File: src/rtl/mux_serial_sequencer.sv
// -----------------------------------------------------------------------------
// mux_serial_sequencer
//
// Byte-to-bit sequencer feeding an 8:1 bit multiplexer. A word accepted over a
// valid/ready handshake is held on the multiplexer data inputs (mux_i) while the
// select (mux_s) walks through all eight positions, each held for DIV cycles.
// The multiplexer output therefore becomes a serial bit stream. bit_strobe
// marks the first cycle of every bit period; bit_last marks the whole final
// bit period so the consumer can find word boundaries.
//
// Build option:
//   SER_MSB_FIRST_EN  defined   -> select order 7,6,...,0 (MSB first)
//                     undefined -> select order 0,1,...,7 (LSB first)
//
// Parameters:
//   DIV    cycles each bit is held (1..65535)
//   DIV_W  width of the hold counter, 2**DIV_W > DIV
//
// Ports:
//   clk         clock, all state changes on the rising edge
//   rst         synchronous active-high reset
//   in_data     word to serialize
//   in_valid    in_data is valid
//   in_ready    a word can be accepted this cycle (combinational)
//   mux_i       registered word for the multiplexer data inputs
//   mux_s       registered multiplexer select
//   bit_strobe  first cycle of each bit period
//   bit_last    high through the eighth bit period
//   busy        a word is being sequenced
// -----------------------------------------------------------------------------
module mux_serial_sequencer #(
    parameter int DIV   = 4,
    parameter int DIV_W = 16
) (
    input  logic       clk,
    input  logic       rst,
    input  logic [7:0] in_data,
    input  logic       in_valid,
    output logic       in_ready,
    output logic [7:0] mux_i,
    output logic [2:0] mux_s,
    output logic       bit_strobe,
    output logic       bit_last,
    output logic       busy
);

    typedef enum logic {
        IDLE  = 1'b0,
        SHIFT = 1'b1
    } state_t;

    // Last value of the hold counter within one bit period.
    localparam logic [DIV_W-1:0] HOLD_MAX = DIV_W'(DIV - 1);

`ifdef SER_MSB_FIRST_EN
    localparam logic [2:0] FIRST_IDX = 3'd7;
`else
    localparam logic [2:0] FIRST_IDX = 3'd0;
`endif

    state_t           state_reg,      state_next;
    logic [DIV_W-1:0] hold_cnt_reg,   hold_cnt_next;
    logic [2:0]       bit_cnt_reg,    bit_cnt_next;
    logic [7:0]       mux_i_reg,      mux_i_next;
    logic [2:0]       mux_s_reg,      mux_s_next;
    logic             bit_strobe_reg, bit_strobe_next;
    logic             bit_last_reg,   bit_last_next;
    logic             busy_reg,       busy_next;

    logic             word_end;
    logic             ready_int;
    logic             accept;
    logic [2:0]       step_idx;

    // Final cycle of the eighth bit period: the only SHIFT cycle that can
    // take a new word, which is what makes back-to-back output gapless.
    assign word_end = (state_reg == SHIFT) &&
                      (hold_cnt_reg == HOLD_MAX) &&
                      (bit_cnt_reg == 3'd7);

    // Depends only on state/counters (and reset), never on in_valid.
    assign ready_int = !rst && ((state_reg == IDLE) || word_end);
    assign in_ready  = ready_int;
    assign accept    = in_valid && ready_int;

    // Select index following the current one in the configured order.
`ifdef SER_MSB_FIRST_EN
    assign step_idx = mux_s_reg - 3'd1;
`else
    assign step_idx = mux_s_reg + 3'd1;
`endif

    // Next-state and next-output logic.
    always_comb begin
        state_next    = state_reg;
        hold_cnt_next = hold_cnt_reg;
        bit_cnt_next  = bit_cnt_reg;
        mux_i_next    = mux_i_reg;
        mux_s_next    = mux_s_reg;

        case (state_reg)
            IDLE: begin
                if (accept) begin
                    state_next    = SHIFT;
                    mux_i_next    = in_data;
                    mux_s_next    = FIRST_IDX;
                    hold_cnt_next = '0;
                    bit_cnt_next  = 3'd0;
                end
            end

            SHIFT: begin
                if (hold_cnt_reg == HOLD_MAX) begin
                    hold_cnt_next = '0;
                    if (bit_cnt_reg == 3'd7) begin
                        if (accept) begin
                            // Restart immediately with the new word.
                            mux_i_next   = in_data;
                            mux_s_next   = FIRST_IDX;
                            bit_cnt_next = 3'd0;
                        end else begin
                            // mux_i/mux_s keep the last word's values.
                            state_next = IDLE;
                        end
                    end else begin
                        bit_cnt_next = bit_cnt_reg + 3'd1;
                        mux_s_next   = step_idx;
                    end
                end else begin
                    hold_cnt_next = hold_cnt_reg + DIV_W'(1);
                end
            end

            default: begin
                state_next = IDLE;
            end
        endcase

        // Framing outputs are registered: derive them from the values the
        // state and counters take after this edge.
        busy_next       = (state_next == SHIFT);
        bit_strobe_next = (state_next == SHIFT) && (hold_cnt_next == '0);
        bit_last_next   = (state_next == SHIFT) && (bit_cnt_next == 3'd7);
    end

    always_ff @(posedge clk) begin
        if (rst) begin
            state_reg      <= IDLE;
            hold_cnt_reg   <= '0;
            bit_cnt_reg    <= 3'd0;
            mux_i_reg      <= 8'h00;
            mux_s_reg      <= 3'd0;
            bit_strobe_reg <= 1'b0;
            bit_last_reg   <= 1'b0;
            busy_reg       <= 1'b0;
        end else begin
            state_reg      <= state_next;
            hold_cnt_reg   <= hold_cnt_next;
            bit_cnt_reg    <= bit_cnt_next;
            mux_i_reg      <= mux_i_next;
            mux_s_reg      <= mux_s_next;
            bit_strobe_reg <= bit_strobe_next;
            bit_last_reg   <= bit_last_next;
            busy_reg       <= busy_next;
        end
    end

    assign mux_i      = mux_i_reg;
    assign mux_s      = mux_s_reg;
    assign bit_strobe = bit_strobe_reg;
    assign bit_last   = bit_last_reg;
    assign busy       = busy_reg;

endmodule

File: config.mk
export PLATFORM = sky130hd
export DESIGN_NAME = mux_serial_sequencer
export DESIGN_NICKNAME = d
export VERILOG_FILES = /design/src/rtl/mux_serial_sequencer.sv
export SDC_FILE = /design/constraint.sdc
export NUM_CORES = 1
export LEC_CHECK = 0
export ABC_AREA = 1
export BUFFER_PORTS_ARGS = -buffer_cell sky130_fd_sc_hd__buf_2
export CAP_MARGIN = 5
export CORE_MARGIN = 5
export CORE_UTILIZATION = 35
export CTS_BUF_LIST = sky130_fd_sc_hd__clkbuf_8
export DETAILED_ROUTE_END_ITERATION = 10
export SETUP_SLACK_MARGIN = 0.5
export SLEW_MARGIN = 20
export SYNTH_ARGS = -nofsm -noshare
export SYNTH_HDL_FRONTEND = slang
export SYNTH_SLANG_ARGS = --single-unit
File: constraint.sdc
create_clock -name clk -period 1.6 [get_ports clk]
set_input_delay 0.08 -clock clk [delete_from_list [all_inputs] [get_ports clk]]
set_output_delay 0.08 -clock clk [all_outputs]
set_load 0.1 [all_outputs]
==> Yosys cells after proc, flatten, opt, wreduce, memory -nomap -nowiden <==
Cells that the tools add are included.
{ "word_totals": {"regBits": 33, "out_inout_bits": 15, "input_bits": 11, "elab_cells": 45} }
{ "op_classes": {"bitwise": 1, "eq_ne": 5, "mux": 19, "n_addsub": 3, "reduce_logical": 10} }
{ "op_table": {"columns": ["op", "n"], "rows": [
  ["$mux W16", 2],
  ["$pmux W16 S2", 1],
  ["$mux W8", 3],
  ["$mux W3", 6],
  ["$add A16 B1 Y16 const B", 1],
  ["$eq A16 B2 Y1 const B", 1],
  ["$logic_not A16 Y1", 1],
  ["$pmux W8 S2", 1],
  ["$pmux W3 S2", 2],
  ["$add A3 B1 Y3 const B", 2],
  ["$eq A3 B3 Y1 const B", 2],
  ["$logic_and A1 B1 Y1", 6],
  ["$ne A2 B1 Y1 const B", 2],
  ["$mux W1", 3],
  ["$pmux W1 S2", 1],
  ["$reduce_and A2 Y1", 1],
  ["$logic_not A1 Y1", 1],
  ["$logic_or A1 B1 Y1", 1],
  ["$not A1 Y1", 1]
]} }

==> Depth between registers and ports, before layout <==
{ "logic_depth": {"word_depth": 12, "ltp_mapped": 13} }

==> Worst setup path after synthesis <==
Ideal clock, no wire load.
{ "synth_timing": {"path_kind": "reg-to-reg", "startpoint": "register busy (netlist name)", "endpoint": "register mux_s_reg[0], in the netlist mux_s[0]", "stages_incl_launch_ff": 8, "required_ns": 1.485, "setup_time_ns": 0.115, "arrival_time_ns": 2.068, "period_less_slack_ns": 2.183, "slack_ns": -0.583, "path_buffers": 1, "path_cell_list": "dfxtp_1 -> buf_4 -> inv_2 -> nor2_2 -> inv_1 -> nor4_2 -> nand2_1 -> and3_1"} }
{ "synth_rtl": {"columns": ["element", "line_no", "source"], "rows": [
  ["to (signal assigned)", "161", "mux_s_reg <= mux_s_next;"],
  ["to (decl)", "65", "logic [2:0] mux_s_reg, mux_s_next;"]
]} }

==> Worst setup path after layout <==
{ "layout_timing": {"startpoint": "register hold_cnt_reg[5]", "endpoint": "output in_ready"} }
{ "layout_between": {"elab_chain_len": 5} }
{ "layout_lines": {"columns": ["element", "line_no", "source"], "rows": [
  ["from (decl)", "62", "logic [DIV_W-1:0] hold_cnt_reg, hold_cnt_next;"],
  ["from (signal assigned)", "158", "hold_cnt_reg <= hold_cnt_next;"],
  ["$eq A16 B2 Y1", "78", "(hold_cnt_reg == HOLD_MAX) &&"],
  ["$logic_and A1 B1 Y1", "77", "assign word_end = (state_reg == SHIFT) &&"],
  ["$logic_and A1 B1 Y1", "78", null],
  ["$logic_or A1 B1 Y1", "82", "assign ready_int = !rst && ((state_reg == IDLE) || word_end);"],
  ["$logic_and A1 B1 Y1", "82", null],
  ["to (decl)", "39", "output logic in_ready,"]
]} }
No other way between the ends.

==> flow_summary.toml <==
[power_and_ir_drop]
p_sw_share_pct = 31.25
p_clk_share_pct = 36.5
comb_power_share_pct = 20.6
power.density_nw_per_um2 = 661.3
switchingPower_w = 0.0006101
leakagePower_nw = 1.319
p_int_w = 0.001342
seqPwrFrac_pct = 42.9
total_power_w = 0.001952
ir_drop_mv = 0.4407

[cts]
cts_root_buf = "clkbuf_8"
cts_tree = "built"
clock_sinks = 33
h-tree-depth = 2
clockBufferDepth = 2
clkSlewWorstSetupHoldPaths_ns = 0.07
cts_buffers = 5
insertion_delay_ns = 0.29

[yosys]
synth_area_sq_um = 1969
synthSimpleGateAreaFrac_pct = 41.36
synthXorXnorAreaFrac_pct = 0.8895
syn-num-nets = 315
synth_top_family_by_area = "simple AND/OR/NAND/NOR gates"
synth_compound_area_share_pct = 12.58
yosysUniqueCellTypes = 27
synthCells = 300
ys_seq_elements = 33
synth.avg_cell_area_sq_um = 6.565
yosysWarnings = 0
ys_seq_area_share_pct = 33.55
synth_mux_area_share_pct = 0
synth_adder_area_share_pct = 2.541

[setup_path]
arrival_ns = 1.51
cp_data_required_time_ns = 1.52
cpPeakStageDelay_ns = 0.37
crit_path_top_delay_cell = "dfxtp_4"
cp_max_fo = 6
crit_path_end_kind = "output pin"
cpLargestDelayFamily = "simple AND/OR/NAND/NOR gates"
rrSetupSlack_ns = 0.04
crit_type = "register to output pin"
path_buf_inv = 1
cp-start-kind = "register"
crit_chain = "nor2_2 > nand2_1 > nor2_2 > nand2_2 > nand2_4 > nand2_4 > nor2_4 > buf_12"

[floorplanning]
die_area_sq_um = 7227
core_area_sq_um = 5473
initial_core_util_pct = 35.99
die_w_um = 85.01
die_h_um = 85.01
core.rowCount = 27
io_pins = 26

[cells_and_area]
fin_util_pct = 53.93
nets = 374
area_delta_synth_final_pct = 49.87
multi_input_area_sq_um = 1384
drive_gt1_share_pct = 41.94
fill_cells = 541
insertedDiodeCount = 0
register_area_sq_um = 718.2
largest_register_ff_count = 16

[timing]
setup_viol = 0
finalMaxSlewViolations = 0
skew_ns = 0.005063
period_share_pct = 99.30
tightest_slew_ns = 0.3571
hold_violations = 0
grt_setup_unrepaired = "true"
finalSetupTns_ns = 0
slew_headroom_pct = 76.16
max_freq_mhz = 629.4
min_period_ns = 1.589

[place]
portBuffers = 25
post-dp-hpwl_mm = 4.063
gp_congestion = 0.9154

[detailed_routing]
avgViaCountPerCell = 5.236
drc = 0
wl_per_cell_um = 14.14
drt.antenna.violating_nets = 0
vias = 2262
routed_wl_mm = 6.109
drt-initial-drc-count = 132
dr.pass1.iters = 4

[global_routing]
grt_pass1_wl_mm = 10.42
grt_overflow_total = 0
antenna_found_initial = 0
grt_pass1_vias = 2206
grt_max_degree = 25
globalRouteTotalUtil_pct = 17.64

[worst_hold_path]
hp-class = "primary input to register"

[run_status]
status = "complete, no violations"

[run]
timing.max_cap.violations = 0
## cells in the mapped netlist
cell type,n,area [sq um]
nand2_1,67,251.5
nand3_1,51,255.2
dfxtp_1,33,660.6
nor2_1,30,112.6
inv_1,27,101.4
a21oi_1,17,85.08
o211ai_1,16,120.1
nand4_1,9,56.30
o21ai_0,7,35.03
nor2_2,6,37.54
clkbuf_1,5,18.77
ha_1,4,50.05
nand2_2,4,25.02
nor3_1,4,20.02
inv_2,3,11.26
and3_1,2,12.51
buf_2,2,10.01
buf_4,2,15.01
clkinv_1,2,7.510
xor2_1,2,17.52
buf_1,1,3.750
buf_6,1,11.26
nand3b_1,1,7.510
nand4_2,1,12.51
nor2_4,1,11.26
nor4_2,1,12.51
o31ai_1,1,7.510
## metrics by stage
step	instances	instance area, sq um	hold WS, ns	setup WS, ns
floorplan	300	2027	0.2030	-0.2328
global placement	403	2317	0.2897	-0.07845
detailed placement	403	2317	0.2935	-0.07624
CTS	429	2830	0.0006903	0.02119
global route	432	2952	0.01763	-0.06162
finish	432	2952	0.001981	0.01121
## logic make-up after synthesis
kind of cell	Yosys count
AND/OR/NAND/NOR	177
AO/OA/AOI/OAI	41
XOR/XNOR	2
buffers and inverters	43
adder cells (fa/ha/maj)	4
flip-flops	33
## layout make-up
type / instances / share of cell area [%]
multi-input cells: 224 / 46.88
flip-flops and latches: 33 / 24.33
repair buffers: 63 / 17.93
inverters: 32 / 4.366
clock buffers: 7 / 3.264
well taps: 72 / 3.052
clock inverters: 1 / 0.1696
## final timing paths
check | depth (start not counted) | start | to
min | 3 | in_data[5] | mux_i[5]
min reg2reg | 2 | mux_i[3] | mux_i[3]
max | 8 | hold_cnt_reg[5] | in_ready
max reg2reg | 14 | hold_cnt_reg[1] | bit_strobe
## layer usage
layer | GRT usage, % | vias to the layer above | routed length, um
met4 | 5.612 | 0 | 103
li1 | - | 1133 | -
met5 | 0 | - | 0
met1 | 22.98 | 1076 | 2715
met2 | 29.17 | 42 | 3075
met3 | 3.495 | 11 | 214
## power groups by stage
| stage | Clock (W) | Combinational [W] | Sequential (W) |
|---|---|---|---|
| 3_3_place_gp | 0 | 0.000312 | 0.000873 |
| 4_1_cts | 0.000735 | 0.000388 | 0.000843 |
| 3_5_place_dp | 0 | 0.000314 | 0.000873 |
| 5_1_grt | 0.000771 | 0.000426 | 0.000840 |
| 6_report | 0.000711 | 0.000403 | 0.000838 |
| 2_1_floorplan | 0 | 0.000119 | 0.000986 |
## timing repair
item,4_1_cts,5_1_grt
endpoints found under the setup margin,48,35
setup buffers,13,3
hold buffers,5,0
pin swaps,27,15
endpoints found under the hold margin,5,0
gates resized for setup,90,31
## worst register-to-register path: cells and delay by family, from the launching register on
| family | cells | cell delay, ns |
|---|---|---|
| and+or+nand+nor | 9 | 0.63 |
| DFF | 1 | 0.36 |
| buffers and inverters | 5 | 0.50 |
## layout by cell type (no fill, tap or decap), types with 3 or more instances in the layout
cell type / netlist / routed
nand2_1: 67 / 55
nand3_1: 51 / 43
buf_4: 2 / 39
inv_1: 27 / 20
nor2_1: 30 / 19
o211ai_1: 16 / 16
a21oi_1: 17 / 15
dfxtp_1: 33 / 15
dfxtp_4: 0 / 14
nor2_2: 6 / 12
nand2_2: 4 / 11
buf_2: 2 / 10
nand4_1: 9 / 9
inv_2: 3 / 7
nand3_2: 0 / 7
clkbuf_8: 0 / 7
nor2_4: 1 / 6
nand2_4: 0 / 5
dlygate4sd3_1: 0 / 5
buf_6: 1 / 5
o21ai_2: 0 / 4
dfxtp_2: 0 / 4
buf_12: 0 / 4
inv_4: 0 / 3
ha_4: 0 / 3
No activity file was read; power rests on OpenSTA's default activity.
